===== config.mk =====
export PLATFORM = sky130hd
export DESIGN_NAME = layer_scheduler
export DESIGN_NICKNAME = d
export VERILOG_FILES = /design/src/rtl/layer_sched_pkg.sv /design/src/rtl/sched_beat_counter.sv /design/src/rtl/layer_scheduler.sv
export SDC_FILE = /design/constraint.sdc
export NUM_CORES = 1
export LEC_CHECK = 0
export CAP_MARGIN = 30
export CORE_UTILIZATION = 41
export CTS_BUF_LIST = sky130_fd_sc_hd__clkbuf_8
export CTS_CLUSTER_DIAMETER = 150
export DETAILED_ROUTE_END_ITERATION = 8
export MAX_ROUTING_LAYER = met4
export PLACE_DENSITY = 0.79
export SETUP_SLACK_MARGIN = 0.2
export SYNTH_ARGS = -nofsm -noshare
export SYNTH_HDL_FRONTEND = slang
export SYNTH_SLANG_ARGS = --single-unit

===== constraint.sdc =====
create_clock -name clk -period 2.01 [get_ports clk]
set_input_delay 0.402 -clock clk [delete_from_list [all_inputs] [get_ports clk]]
set_output_delay 0.402 -clock clk [all_outputs]
set_load 0.05 [all_outputs]

===== src/rtl/layer_sched_pkg.sv =====
// Shared types, widths and width helpers for the layer scheduler.
package layer_sched_pkg;

  localparam int unsigned DATA_W = 128;

  typedef enum logic [2:0] {
    IDLE,
    LOAD,
    WAIT_RDY,
    DRAIN,
    FIN
  } state_e;

  // Bits needed to hold every value 0..max_val inclusive.
  function automatic int unsigned cnt_w(input int unsigned max_val);
    return (max_val < 2) ? 1 : $clog2(max_val + 1);
  endfunction

  // Bits needed to index n items (at least one bit).
  function automatic int unsigned idx_w(input int unsigned n);
    return (n < 2) ? 1 : $clog2(n);
  endfunction

endpackage


===== src/rtl/sched_beat_counter.sv =====
// Terminal-count counter: hit_c flags the increment that reaches MAX_CNT,
// at which point the count wraps back to zero.
module sched_beat_counter
  import layer_sched_pkg::*;
#(
  parameter int unsigned MAX_CNT = 4
) (
  input  logic clk,
  input  logic rst_n,
  input  logic inc_i,
  input  logic clr_i,
  output logic hit_c
);

  localparam int unsigned CW = cnt_w(MAX_CNT);

  logic [CW-1:0] cnt_q;
  logic [CW-1:0] cnt_d;

  assign hit_c = inc_i && !clr_i && (cnt_q == CW'(MAX_CNT - 1));

  // Next count: clear wins, terminal increment returns to zero.
  always_comb begin
    cnt_d = cnt_q;
    if (clr_i || hit_c) begin
      cnt_d = '0;
    end else if (inc_i) begin
      cnt_d = cnt_q + CW'(1);
    end
  end

  // Count register.
  always_ff @(posedge clk or negedge rst_n) begin
    if (!rst_n) begin
      cnt_q <= '0;
    end else begin
      cnt_q <= cnt_d;
    end
  end

endmodule


===== src/rtl/layer_scheduler.sv =====
// Sequences one convolution layer: per channel, load a burst of preload
// words into the accelerator, wait for channel_ready, then drain the ReLU
// output beats. Optional watchdog: define LAYER_SCHED_WDT_EN.
module layer_scheduler
  import layer_sched_pkg::*;
#(
  parameter int unsigned NUM_CHANNELS          = 64,
  parameter int unsigned WORDS_PER_CHANNEL     = 256,
  parameter int unsigned OUT_BEATS_PER_CHANNEL = 16384,
  parameter int unsigned WDT_CYCLES            = 65536
) (
  input  logic                             clk,
  input  logic                             rst_n,
  input  logic                             start,
  input  logic [$clog2(NUM_CHANNELS):0]    cfg_num_channels,
  input  logic                             src_valid,
  input  logic [DATA_W-1:0]                src_data,
  output logic                             src_ready,
  output logic                             acc_scatter_valid,
  output logic [DATA_W-1:0]                acc_scatter_data,
  input  logic                             acc_channel_ready,
  input  logic                             acc_out_valid,
  output logic                             busy,
  output logic                             done,
  output logic [idx_w(NUM_CHANNELS)-1:0]   channel_idx,
  output logic                             err_stray,
  output logic                             err_timeout
);

  localparam int unsigned IDX_W = idx_w(NUM_CHANNELS);
  localparam int unsigned CFG_W = $clog2(NUM_CHANNELS) + 1;

  // Zero-length counters would never hit; reject at elaboration.
  if (NUM_CHANNELS == 0 || WORDS_PER_CHANNEL == 0 ||
      OUT_BEATS_PER_CHANNEL == 0 || WDT_CYCLES == 0) begin : g_bad_cfg
    $error("layer_scheduler: channel, word, beat and watchdog limits must be non-zero");
  end

  state_e             state_q, state_d;
  logic [CFG_W-1:0]   cfg_q, cfg_d;
  logic [IDX_W-1:0]   idx_q, idx_d;
  logic               src_ready_q, src_ready_d;
  logic               sv_q, sv_d;
  logic [DATA_W-1:0]  sd_q, sd_d;
  logic               busy_q, busy_d;
  logic               done_q, done_d;
  logic               stray_q, stray_d;
  logic               to_q, to_d;

  logic src_hs;
  logic word_hit;
  logic beat_hit;
  logic wdt_hit;
  logic last_ch;

  assign src_hs  = src_valid && src_ready_q;
  assign last_ch = (CFG_W'(idx_q) == (cfg_q - CFG_W'(1)));

  // Preload words per channel; held at zero outside LOAD.
  sched_beat_counter #(.MAX_CNT(WORDS_PER_CHANNEL)) u_word_cnt (
    .clk   (clk),
    .rst_n (rst_n),
    .inc_i (src_hs),
    .clr_i (state_q != LOAD),
    .hit_c (word_hit)
  );

  // Output beats per channel; stray beats outside DRAIN are not counted.
  sched_beat_counter #(.MAX_CNT(OUT_BEATS_PER_CHANNEL)) u_beat_cnt (
    .clk   (clk),
    .rst_n (rst_n),
    .inc_i ((state_q == DRAIN) && acc_out_valid),
    .clr_i (state_q != DRAIN),
    .hit_c (beat_hit)
  );

`ifdef LAYER_SCHED_WDT_EN
  logic wdt_run;
  logic wdt_clr;

  // Idle-cycle watchdog over the two open-ended waits; restarts on any
  // state change (WAIT_RDY leaves on ready, DRAIN only on a beat) or beat.
  assign wdt_run = (state_q == WAIT_RDY) || (state_q == DRAIN);
  assign wdt_clr = !wdt_run || acc_out_valid ||
                   ((state_q == WAIT_RDY) && acc_channel_ready);

  sched_beat_counter #(.MAX_CNT(WDT_CYCLES)) u_wdt_cnt (
    .clk   (clk),
    .rst_n (rst_n),
    .inc_i (wdt_run),
    .clr_i (wdt_clr),
    .hit_c (wdt_hit)
  );
`else
  assign wdt_hit = 1'b0;
`endif

  // Next-state and next-output logic.
  always_comb begin
    state_d = state_q;
    cfg_d   = cfg_q;
    idx_d   = idx_q;
    stray_d = stray_q;
    to_d    = to_q;
    sv_d    = src_hs;
    sd_d    = src_hs ? src_data : sd_q;

    unique case (state_q)
      IDLE: begin
        if (start) begin
          stray_d = 1'b0;
          to_d    = 1'b0;
          if (cfg_num_channels != '0) begin
            cfg_d   = cfg_num_channels;
            idx_d   = '0;
            state_d = LOAD;
          end else begin
            state_d = FIN;
          end
        end
      end
      LOAD: begin
        if (word_hit) begin
          state_d = WAIT_RDY;
        end
      end
      WAIT_RDY: begin
        if (acc_channel_ready) begin
          state_d = DRAIN;
        end
      end
      DRAIN: begin
        if (beat_hit) begin
          if (last_ch) begin
            state_d = FIN;
          end else begin
            idx_d   = idx_q + IDX_W'(1);
            state_d = LOAD;
          end
        end
      end
      FIN: begin
        state_d = IDLE;
      end
      default: begin
        state_d = IDLE;
      end
    endcase

    if (wdt_hit) begin
      to_d    = 1'b1;
      state_d = FIN;
    end

    if (acc_out_valid && (state_q != DRAIN)) begin
      stray_d = 1'b1;
    end

    src_ready_d = (state_d == LOAD);
    busy_d      = (state_d != IDLE);
    done_d      = (state_d == FIN);
  end

  // State and output registers.
  always_ff @(posedge clk or negedge rst_n) begin
    if (!rst_n) begin
      state_q     <= IDLE;
      cfg_q       <= '0;
      idx_q       <= '0;
      src_ready_q <= 1'b0;
      sv_q        <= 1'b0;
      sd_q        <= '0;
      busy_q      <= 1'b0;
      done_q      <= 1'b0;
      stray_q     <= 1'b0;
      to_q        <= 1'b0;
    end else begin
      state_q     <= state_d;
      cfg_q       <= cfg_d;
      idx_q       <= idx_d;
      src_ready_q <= src_ready_d;
      sv_q        <= sv_d;
      sd_q        <= sd_d;
      busy_q      <= busy_d;
      done_q      <= done_d;
      stray_q     <= stray_d;
      to_q        <= to_d;
    end
  end

  assign src_ready         = src_ready_q;
  assign acc_scatter_valid = sv_q;
  assign acc_scatter_data  = sd_q;
  assign busy              = busy_q;
  assign done              = done_q;
  assign channel_idx       = idx_q;
  assign err_stray         = stray_q;
  assign err_timeout       = to_q;

endmodule


==> impl_metrics.sql, run 1 <==
INSERT INTO impl_metrics (metric_group, metric, value, unit) VALUES
('run_status', 'run_status', 'finished with violations', ''),
('run_status', 'failed_checks', 'negative setup slack', ''),
('setup_path', 'critical_path_fanouts_max', '3', ''),
('floorplan', 'num_rows', '47', ''),
('sta', 'hold_viol', '0', ''),
('global_route', 'antenna_violations_before_repair', '0', ''),
('layout', 'antenna-diode-count', '0', ''),
('pwr', 'ir_worst_vdd', '598', 'µV'),
('clocking', 'numCtsBuffers', '17', ''),
('clocking', 'clock_sinks', '173', ''),
('placed_design', 'port-buffer-count', '279', ''),
('sta', 'rsz_0062_raised_after_global_routing', 'true', ''),
('synthesis', 'postSynth.topFlopCell', 'dfrtp_1', ''),
('pwr', 'pwr_density_cell', '935', 'nW/µm²'),
('layout', 'finish.cell_count_without_fillers', '1358', ''),
('global_route', 'first_global_vias', '6553', ''),
('pwr', 'combPwrFrac', '35.9', '%'),
('synthesis', 'mappedNetlistNets', '934', ''),
('route', 'route.antenna.remaining_nets', '0', ''),
('global_route', 'gr-usage-all-layers', '24.1', '%'),
('pwr', 'internal_portion_of_total_power', '0.00633', 'W'),
('synthesis', 'synth_area', '7120', 'µm²'),
('synthesis', 'avgSynthCellArea', '9.03', 'µm²'),
('floorplan', 'fp.dieArea', '17900', 'µm²'),
('clocking', 'ctsHtreeMaxLevel', '4', ''),
('sta', 'final-max-slew-violation-count', '0', ''),
('placed_design', 'placed_area', '10600', 'µm²'),
('synthesis', 'synthesis_warning_total', '0', ''),
('sta', 'postLayoutSetupSlackWorst', '-345', 'ps'),
('floorplan', 'die_y_extent', '134', 'µm'),
('setup_path', 'critical_path.slowest_cell', 'or3_4', ''),
('setup_path', 'critPathMaxStageDelay', '420', 'ps'),
('synthesis', 'yosys.cell_types.count', '49', ''),
('pwr', 'power.switching', '0.00416', 'W'),
('clocking', 'worstSkewPairLatency', '460', 'ps'),
('placed_design', 'place_congestion', '0.869', ''),
('pwr', 'power.share.sequential', '41.1', '%'),
('sta', 'timing_worst_slew_pin_value', '674', 'ps'),
('route', 'routed_via_density', '4.87', ''),
('floorplan', 'floorplan.io_pins', '281', ''),
('worst_hold_path', 'hp-class', 'primary input to flop', ''),
('sta', 'clock_skew_after_layout', '13.6', 'ps'),
('setup_path', 'critical_path.endpoint_type', 'flop', ''),
('synthesis', 'synth_enable_flop_cells', '0', ''),
('layout', 'area_delta_synth_final', '57.6', '%'),
('setup_path', 'critPathMostFrequentCell', 'buf_4', ''),
('route', 'wire_per_inst', '15.5', 'µm'),
('setup_path', 'crit_chain', 'buf_4 -> buf_4 -> xnor2_1 -> nor2_2 -> nand3_4 -> or3_4 -> a2111oi_4 -> nand4b_1', ''),
('floorplan', 'die-width', '134', 'µm'),
('global_route', 'maximum_number_of_pins_on_one_net_before_global_route_repair', '130', ''),
('route', 'drcViolationCount', '0', ''),
('pwr', 'power.leakage', '5.59', 'nW'),
('sta', 'max_slew_margin', '55.0', '%'),
('pwr', 'clock_power_share', '23.0', '%'),
('layout', 'utilization', '66.9', '%'),
('sta', 'setup_viol_count_final', '11', ''),
('synthesis', 'synthCells', '788', ''),
('setup_path', 'critical_path.n_buffers_inverters', '2', ''),
('setup_path', 'timing.setup.critical_path_class', 'flop to flop', ''),
('floorplan', 'placeableCoreArea', '16800', 'µm²'),
('placed_design', 'post-place-cells', '1301', ''),
('setup_path', 'critical_path_required', '2330', 'ps'),
('synthesis', 'asyncSetResetFlopFracSynth', '100', '%'),
('setup_path', 'setup.worst_path.start_class', 'flop', ''),
('placed_design', 'hpwl', '13.8', 'mm'),
('setup_path', 'critPathArrivalTime', '2680', 'ps'),
('run', 'drv_cap', '0', ''),
('synthesis', 'synth.ff_latch_count', '173', ''),
('clocking', 'cts_max_path_buffers', '2', ''),
('clocking', 'cts_tree', 'built', ''),
('layout', 'design.final.nets', '1271', '');
-- metal layers --
layer	routed length (µm)	vias to the layer above	track usage, %
met5	0	-	-
met2	10400	243	38.1
li1	-	3173	-
met4	573	0	9.53
met1	8560	3158	29.1
met3	1490	44	7.08
-- kinds of logic after synthesis --
kind of cell             Yosys count  share of synthesized area, %
AO/OA/AOI/OAI                     42                          3.89
XOR/XNOR                          19                          2.34
adder cells (fa/ha/maj)            5                         0.879
buffers and inverters             47                          2.57
flip-flops                       173                          60.8
multiplexers                       5                         0.774
other                              1                        0.0527
AND/OR/NAND/NOR                  496                          28.7
-- cell usage in the layout (no fill, tap or decap), types with 3 or more instances in the layout --
cell,synthesis,final
a21oi_1,13,10
a21oi_2,0,3
and3_1,3,3
buf_12,0,5
buf_4,1,76
buf_6,0,9
clkbuf_2,1,15
clkbuf_8,0,17
clkdlybuf4s15_1,0,56
clkdlybuf4s15_2,0,6
clkdlybuf4s50_1,0,135
clkinvlp_4,0,5
dfrtp_1,173,168
dfrtp_2,0,5
dlygate4sd2_1,0,44
dlymetal6s2s_1,0,4
ha_1,5,3
inv_1,12,11
mux2_2,4,4
nand2_1,406,405
nand2b_1,8,7
nand3_1,12,11
nand3b_1,3,3
nand4_1,7,7
nor2_1,27,24
nor3_4,0,3
o21ai_0,13,11
or3_1,6,5
or4_4,0,3
xnor2_1,8,8
xor2_1,11,11
-- worst register-to-register path: cells and delay by family, from the launching register on --
| kind | cells | cell delay (ps) |
|---|---|---|
| AOI/OAI and AO/OA | 1 | 380 |
| buffers and inverters | 2 | 290 |
| DFF | 1 | 410 |
| xor gates and xnor gates | 1 | 130 |
| and+or+nand+nor | 4 | 1000 |
-- final cells by class --
| type | count | area, µm² |
|---|---|---|
| well taps | 220 | 275 |
| clock inverters | 15 | 150 |
| flip-flops and latches | 173 | 4340 |
| fillers | 1291 | 5540 |
| clock buffers | 17 | 234 |
| inverters | 12 | 47.5 |
| multi-input cells | 568 | 2860 |
| repair buffers | 353 | 3310 |
-- final timing paths --
path	to	cells past startpoint	slack, ps	from
setup / recovery	busy$_DFF_PN0_	8	-350	cfg_q[0]$_DFFE_PN0P_
hold / removal	cfg_q[6]$_DFFE_PN0P_	2	240	cfg_num_channels[6]
setup reg to reg	busy$_DFF_PN0_	8	-350	cfg_q[0]$_DFFE_PN0P_
hold reg to reg	acc_scatter_data[22]$_DFFE_PN0P_	2	470	acc_scatter_data[22]$_DFFE_PN0P_
max in group asynchronous	acc_scatter_data[5]$_DFFE_PN0P_	3	970	rst_n
min in group asynchronous	channel_idx[3]$_DFFE_PN0P_	2	390	rst_n
-- synth_stat cells (all sizes together), types with 3 or more instances --
cell type	number	area [µm²]
xnor2	8	70.1
nand3b	3	22.5
a21oi	13	65.1
nand4	8	56.3
dfrtp	173	4330
nor3	4	20.0
o21ai	13	65.1
nand2b	8	50.1
mux2	4	45.0
inv	12	45.0
clkbuf	33	125
ha	5	62.6
or4	5	37.5
nand2	406	1520
nor2	27	101
nand3	12	60.1
or3	7	48.8
xor2	11	96.3
and3	3	18.8
-- metrics by stage --
step	hold slack (ps)	TNS, ps	worst slack (ps)
after floorplan	106	-447	-135
after global placement	331	-8110	-561
after global routing	206	-3280	-410
after detailed placement	329	-9100	-595
after CTS	383	-1460	-241
final	235	-2430	-345
-- power by group through the flow --
stage / registers [W] / logic [W] / clock network (W)
6_report: 0.00431 / 0.00376 / 0.00242
5_1_grt: 0.00437 / 0.00400 / 0.00260
4_1_cts: 0.00430 / 0.00361 / 0.00249
3_5_place_dp: 0.00436 / 0.00369 / 0
3_3_place_gp: 0.00434 / 0.00365 / 0
2_1_floorplan: 0.00571 / 0.000854 / 0
-- registers in the layout, indices dropped and copies added (netlist names) --
register,cells
cfg_q,7
err_stray,1
channel_idx,6
acc_scatter_valid,1
u_word_cnt.cnt_q,9
done,1
acc_scatter_data,128
busy,1
src_ready,1
u_beat_cnt.cnt_q,15
state_q,3
-- what timing repair did --
action,in CTS,in global routing
resized for setup,169,93
pin swaps,13,13
hold buffers,1,0
endpoints found under the setup margin,147,88
gates cloned,0,1
hold endpoints to repair,34,0
setup buffers,12,11
Power figures use the tool's default switching activity.
==> run 2: changes to the inputs <==
CORE_ASPECT_RATIO = 1.4   (was default)
==> run 2 against run 1 <==
Against the previous run: the flow still finishes with violations (negative setup slack); worst hold slack improved by 110 ps; flip-flop and latch count did not move; clock skew fell by 2.4 ps; total power fell by 0.86%; global-route usage fell by 0.86 points; combinational power fell by 3%; final cell count rose by 0.29%; critical path type unchanged; critical endpoint is now channel_idx[3]$_DFFE_PN0P_.
==> impl_metrics.sql, run 2 (same netlist as run 1, synthesis figures left out) <==
INSERT INTO impl_metrics (metric_group, metric, value, unit) VALUES
('run_status', 'run_status', 'finished with violations', ''),
('run_status', 'failed_checks', 'negative setup slack', ''),
('route', 'met1_length', '7.68', 'mm'),
('sta', 'rsz_0062_raised_after_global_routing', 'true', ''),
('worst_hold_path', 'hp-class', 'primary input to flop', ''),
('global_route', 'gr-usage-all-layers', '23.3', '%'),
('setup_path', 'timing.setup.critical_path_class', 'flop to flop', ''),
('sta', 'clock_skew_after_layout', '11.2', 'ps'),
('layout', 'design.final.nets', '1264', ''),
('route', 'initialDrtViolationCount', '317', ''),
('route', 'via_total_after_detailed_routing', '6502', ''),
('sta', 'postLayoutSetupSlackWorst', '-217', 'ps'),
('sta', 'finalCriticalPeriod', '2230', 'ps'),
('placed_design', 'place_congestion', '0.849', ''),
('run', 'drv_cap', '0', ''),
('clocking', 'worstSkewPairLatency', '460', 'ps'),
('layout', 'drive_above_1_share', '14.8', '%'),
('sta', 'max_slew_margin', '59.1', '%'),
('clocking', 'cts_max_path_buffers', '2', ''),
('route', 'drt_pass1_iterations', '4', ''),
('clocking', 'cts.reportedPaths.clkPinSlew', '90', 'ps'),
('route', 'wirelength', '19.9', 'mm'),
('floorplan', 'floorplan.io_pins', '281', ''),
('layout', 'layout.cells.most_common', 'nand2_1', ''),
('setup_path', 'critical_path.endpoint_type', 'flop', ''),
('layout', 'number_of_flip_flops_in_the_largest_register', '128', ''),
('layout', 'mostFrequentLayoutCells', '405 x nand2_1, 165 x dfrtp_1, 136 x clkdlybuf4s50_1', ''),
('floorplan', 'initial_utilization', '42.1', '%'),
('clocking', 'clock_sinks', '173', ''),
('placed_design', 'placed_area', '10600', 'µm²'),
('clocking', 'ctsHtreeMaxLevel', '4', ''),
('layout', 'area_delta_synth_final', '56.4', '%'),
('sta', 'final-max-slew-violation-count', '0', ''),
('route', 'drcViolationCount', '0', ''),
('placed_design', 'port-buffer-count', '279', ''),
('global_route', 'grt-ovfl-total', '0', ''),
('route', 'routed_via_density', '4.77', ''),
('layout', 'antenna-diode-count', '0', ''),
('route', 'routed.top_layer', 'met4', ''),
('placed_design', 'hpwl', '13.6', 'mm'),
('clocking', 'cts.root.buffer_cell', 'clkbuf_8', ''),
('clocking', 'cts_tree', 'built', ''),
('floorplan', 'die-width', '113', 'µm'),
('sta', 'hold_viol', '0', ''),
('global_route', 'grt_first_pass_wirelength', '31.4', 'mm'),
('global_route', 'maximum_number_of_pins_on_one_net_before_global_route_repair', '130', ''),
('sta', 'maxClockFrequency', '0.449', 'GHz'),
('setup_path', 'critical_path_fanouts_max', '2', ''),
('setup_path', 'critPathArrivalTime', '2610', 'ps'),
('global_route', 'antenna_violations_before_repair', '0', ''),
('floorplan', 'num_rows', '56', ''),
('route', 'route.antenna.remaining_nets', '0', ''),
('pwr', 'power.leakage', '5.53', 'nW'),
('pwr', 'pwr_density_cell', '934', 'nW/µm²'),
('global_route', 'first_global_vias', '6483', ''),
('route', 'wire_per_inst', '14.6', 'µm'),
('placed_design', 'post-place-cells', '1316', ''),
('route', 'met2_wirelength', '10.4', 'mm'),
('layout', 'finish.cell_count_without_fillers', '1362', ''),
('route', 'met3_wirelength', '1.25', 'mm'),
('placed_design', 'worst_setup_slack_after_placement', '-549', 'ps'),
('clocking', 'numCtsBuffers', '17', ''),
('pwr', 'ir_worst_vdd', '555', 'µV'),
('layout', 'final_standard_cell_area_without_fillers', '11100', 'µm²'),
('setup_path', 'setup.worst_path.start_class', 'flop', ''),
('sta', 'setup_viol_count_final', '9', ''),
('layout', 'utilization', '65.9', '%'),
('floorplan', 'placeableCoreArea', '16900', 'µm²'),
('floorplan', 'fp.dieArea', '17900', 'µm²'),
('setup_path', 'critical_path_required', '2400', 'ps'),
('floorplan', 'die_y_extent', '158', 'µm'),
('sta', 'finalCritPeriodShare', '111', '%'),
('sta', 'timing_worst_slew_pin_value', '614', 'ps');
run 2: changes by cell type in the layout (fill, tap and decap cells not counted), moves of 3 or more:
cell | before | now
dlymetal6s2s_1 | 4 | 0
clkbuf_2 | 15 | 12
mux2_2 | 4 | 1
dfrtp_1 | 168 | 165
buf_4 | 76 | 65
clkbuf_8 | 17 | 20
clkdlybuf4s15_2 | 6 | 3
dfrtp_2 | 5 | 8
clkdlybuf4s15_1 | 56 | 59
mux2_4 | 0 | 3
dlygate4sd2_1 | 44 | 59
run 2: what timing repair did:
action | 4_1_cts | 5_1_grt
hold buffers | 1 | 0
buffers inserted | 8 | 6
resized for setup | 160 | 99
pin swaps | 20 | 9
setup endpoints to repair | 145 | 103
endpoints found under the hold margin | 40 | 0
run 2: layout make-up:
type / count / area [µm²]
Fill cell: 1330 / 5750
Sequential cell: 173 / 4340
Timing Repair Buffer: 346 / 3220
Multi-Input combinational cell: 568 / 2840
Tap cell: 232 / 290
Clock buffer: 20 / 275
Clock inverter: 11 / 119
Inverter: 12 / 47.5
run 2: critical path, stage by stage, from the launching register on:
cell and delay (ps):
dfrtp_1 370, ha_2 200, nand4_1 100, or4_1 520
or3_4 390, or4_4 430, a21oi_2 140
run 2: per-layer routing:
metal	vias up	GRT usage, %
li1	3145	-
met1	3070	26.0
met2	249	39.8
met3	38	5.78
met4	0	9.71
met5	-	-
run 2: final timing paths:
check | startpoint | end | slack, ps | depth (start not counted)
worst min register to register | acc_scatter_data[89]$_DFFE_PN0P_ | acc_scatter_data[89]$_DFFE_PN0P_ | 470 | 2
max in group asynchronous | rst_n | acc_scatter_data[15]$_DFFE_PN0P_ | 930 | 3
min in group asynchronous | rst_n | cfg_q[0]$_DFFE_PN0P_ | 450 | 2
worst max-delay path | u_beat_cnt.cnt_q[0]$_DFFE_PN0P_ | channel_idx[3]$_DFFE_PN0P_ | -220 | 6
worst min-delay path | cfg_num_channels[5] | cfg_q[5]$_DFFE_PN0P_ | 350 | 2
worst max register to register | u_beat_cnt.cnt_q[0]$_DFFE_PN0P_ | channel_idx[3]$_DFFE_PN0P_ | -220 | 6
run 2: per-stage QoR:
| step | hold WS [ps] | setup TNS (ps) | power (W) |
|---|---|---|---|
| after floorplan | 106 | -447 | 0.00656 |
| after global placement | 368 | -7750 | 0.00802 |
| after detailed placement | 370 | -8610 | 0.00809 |
| after CTS | 308 | -1170 | 0.0104 |
| after global routing | 324 | -2410 | 0.0109 |
| final | 347 | -1400 | 0.0104 |
run 2: power by group:
| group | switching [W] | internal, W |
|---|---|---|
| clock network | 0.00125 | 0.00119 |
| logic | 0.00243 | 0.00122 |
| registers | 0.000332 | 0.00397 |
| total | 0.00402 | 0.00638 |
==> run 3: changes to the inputs <==
SETUP_SLACK_MARGIN = default   (was 0.2)
==> run 3 against run 2 <==
Against the previous run: the flow still finishes with violations (negative setup slack); wire length fell by 3.2%; highest routed layer unchanged; flip-flop and latch count stayed put; non-clock buffer count is 3 lower; largest cell class unchanged; register-to-register slack improved by 30 ps; clock skew increased by 2.6 ps; cell area is 1.1% lower; final cell count decreased by 0.15%; clock power grew 4%; critical path type unchanged; total power is 0.64% lower; critical endpoint is now busy$_DFF_PN0_; via count fell by 1.2%; first-iteration DRC count is 4.4% lower; combinational power is 4% lower.
==> impl_metrics.sql, run 3 (same netlist as run 1, synthesis figures left out) <==
INSERT INTO impl_metrics (metric_group, metric, value, unit) VALUES
('run_status', 'run_status', 'finished with violations', ''),
('run_status', 'failed_checks', 'negative setup slack', ''),
('setup_path', 'critical_path_fanouts_max', '5', ''),
('layout', 'layout.cells.most_common', 'nand2_1', ''),
('placed_design', 'worst_setup_slack_after_placement', '-572', 'ps'),
('clocking', 'numCtsBuffers', '17', ''),
('pwr', 'power.leakage', '5.61', 'nW'),
('pwr', 'power.switching', '0.00408', 'W'),
('route', 'route.antenna.remaining_nets', '0', ''),
('route', 'drt_pass1_iterations', '4', ''),
('clocking', 'worstSkewPairLatency', '460', 'ps'),
('floorplan', 'placeableCoreArea', '16900', 'µm²'),
('clocking', 'ctsHtreeMaxLevel', '4', ''),
('sta', 'rsz_0062_raised_after_global_routing', 'true', ''),
('floorplan', 'fp.dieArea', '17900', 'µm²'),
('layout', 'antenna-diode-count', '0', ''),
('global_route', 'first_global_vias', '6451', ''),
('sta', 'final-max-slew-violation-count', '0', ''),
('layout', 'drive_above_1_share', '12.8', '%'),
('floorplan', 'die-width', '113', 'µm'),
('setup_path', 'critPathArrivalTime', '2520', 'ps'),
('route', 'wire_per_inst', '14.1', 'µm'),
('pwr', 'finalPower', '0.0103', 'W'),
('placed_design', 'place_congestion', '0.875', ''),
('floorplan', 'die_y_extent', '158', 'µm'),
('floorplan', 'floorplan.io_pins', '281', ''),
('setup_path', 'flop2flop_setup_slack', '-180', 'ps'),
('route', 'wirelength', '19.2', 'mm'),
('pwr', 'pwr_density_cell', '939', 'nW/µm²'),
('setup_path', 'timing.setup.critical_path_class', 'flop to flop', ''),
('layout', 'area_delta_synth_final', '54.7', '%'),
('global_route', 'antenna_violations_before_repair', '0', ''),
('global_route', 'grt-ovfl-total', '0', ''),
('clocking', 'cts_max_path_buffers', '2', ''),
('pwr', 'internal_portion_of_total_power', '0.00625', 'W'),
('sta', 'finalCriticalPeriod', '2190', 'ps'),
('route', 'via_total_after_detailed_routing', '6427', ''),
('setup_path', 'critical_path.reg2reg.endpoint', 'busy$_DFF_PN0_', ''),
('pwr', 'sw_frac_of_total', '39.5', '%'),
('clocking', 'cts.root.buffer_cell', 'clkbuf_8', ''),
('run', 'drv_cap', '0', ''),
('sta', 'timing_worst_slew_pin_value', '735', 'ps'),
('global_route', 'maximum_number_of_pins_on_one_net_before_global_route_repair', '130', ''),
('setup_path', 'setup.worst_path.start_class', 'flop', ''),
('layout', 'number_of_flip_flops_in_the_largest_register', '128', ''),
('clocking', 'clock_sinks', '173', ''),
('layout', 'design.final.nets', '1261', ''),
('sta', 'hold_viol', '0', ''),
('sta', 'maxClockFrequency', '0.456', 'GHz'),
('sta', 'postLayoutSetupSlackWorst', '-183', 'ps'),
('pwr', 'ir_worst_vdd', '631', 'µV'),
('route', 'drcViolationCount', '0', ''),
('pwr', 'clock_power_share', '24.5', '%'),
('pwr', 'power.share.sequential', '41.4', '%'),
('setup_path', 'r2r_cells', '8', ''),
('route', 'routed_via_density', '4.73', ''),
('global_route', 'gr-usage-all-layers', '22.8', '%'),
('sta', 'max_slew_margin', '50.3', '%'),
('pwr', 'combPwrFrac', '34.1', '%'),
('layout', 'mostFrequentLayoutCells', '405 x nand2_1, 169 x dfrtp_1, 139 x clkdlybuf4s50_1', ''),
('placed_design', 'hpwl', '13.8', 'mm'),
('setup_path', 'critical_path_required', '2330', 'ps'),
('floorplan', 'num_rows', '56', ''),
('sta', 'setup_viol_count_final', '8', ''),
('sta', 'finalCritPeriodShare', '109', '%'),
('setup_path', 'rr_startpoint', 'cfg_q[0]$_DFFE_PN0P_', ''),
('worst_hold_path', 'hp-class', 'primary input to asynchronous set/reset pin', ''),
('clocking', 'cts.reportedPaths.clkPinSlew', '100', 'ps'),
('global_route', 'grt_first_pass_wirelength', '30.7', 'mm'),
('floorplan', 'initial_utilization', '42.1', '%'),
('setup_path', 'critical_path.endpoint_type', 'flop', ''),
('clocking', 'cts_tree', 'built', ''),
('sta', 'clock_skew_after_layout', '13.7', 'ps'),
('route', 'initialDrtViolationCount', '303', ''),
('placed_design', 'port-buffer-count', '279', '');
[run 3: power groups by stage]
stage                     registers (W)  logic, W  clock network (W)
final                           0.00428   0.00352            0.00253
after global routing            0.00435   0.00375            0.00278
after CTS                       0.00428   0.00355            0.00262
after detailed placement        0.00435   0.00373                  0
after global placement          0.00433   0.00369                  0
after floorplan                 0.00571  0.000852                  0
[run 3: routing by layer]
layer  wire, µm  GRT usage, %
met3        929          5.63
met4        471          8.40
met1       7790          25.9
met2      10000          38.9
met5          0             -
[run 3: stage by stage]
stage | hold slack, ps | instances | util, % | instance area (µm²) | TNS (ps)
final | 382 | 1360 | 65.2 | 11000 | -965
after global routing | 358 | 1360 | 65.2 | 11000 | -1700
after CTS | 362 | 1358 | 65.0 | 11000 | -983
after detailed placement | 306 | 1322 | 62.9 | 10600 | -7320
after global placement | 306 | 1322 | 62.9 | 10600 | -6680
after floorplan | 106 | 788 | - | 7230 | -330
[run 3: worst max-delay path by stage]
stage,from,end,slack [ps],cells past startpoint
3_5_place_dp,acc_out_valid,channel_idx[3]$_DFFE_PN0P_,-570,6
3_3_place_gp,acc_out_valid,channel_idx[3]$_DFFE_PN0P_,-530,6
2_1_floorplan,u_beat_cnt.cnt_q[0]$_DFFE_PN0P_,channel_idx[3]$_DFFE_PN0P_,-130,6
4_1_cts,u_beat_cnt.cnt_q[1]$_DFFE_PN0P_,channel_idx[3]$_DFFE_PN0P_,-170,6
5_1_grt,cfg_q[0]$_DFFE_PN0P_,busy$_DFF_PN0_,-280,8
6_report,cfg_q[0]$_DFFE_PN0P_,busy$_DFF_PN0_,-180,8
[run 3: area by class of cell]
class,count,area [µm²]
fill,1409,5880
sequential,173,4330
timing repair buffer,343,3150
multi-input combinational,568,2780
tap,232,290
clock buffer,17,234
clock inverter,15,179
inverter,12,47.5
[run 3: critical path: stages, from the launching register on]
cell and delay, ps:
dfrtp_1 410, inv_2 80, ha_4 140, nand2b_4 80
o41ai_4 240, nand3_1 160, or3_4 440, a2111oi_4 370
nand4b_1 130
[run 3: what timing repair did]
action                                  4_1_cts  5_1_grt
hold buffers                                  1        0
gates resized for setup                     140        4
buffers inserted                              3        3
endpoints found under the setup margin      137       12
endpoints found under the hold margin        27        0
pin swaps                                     5        3
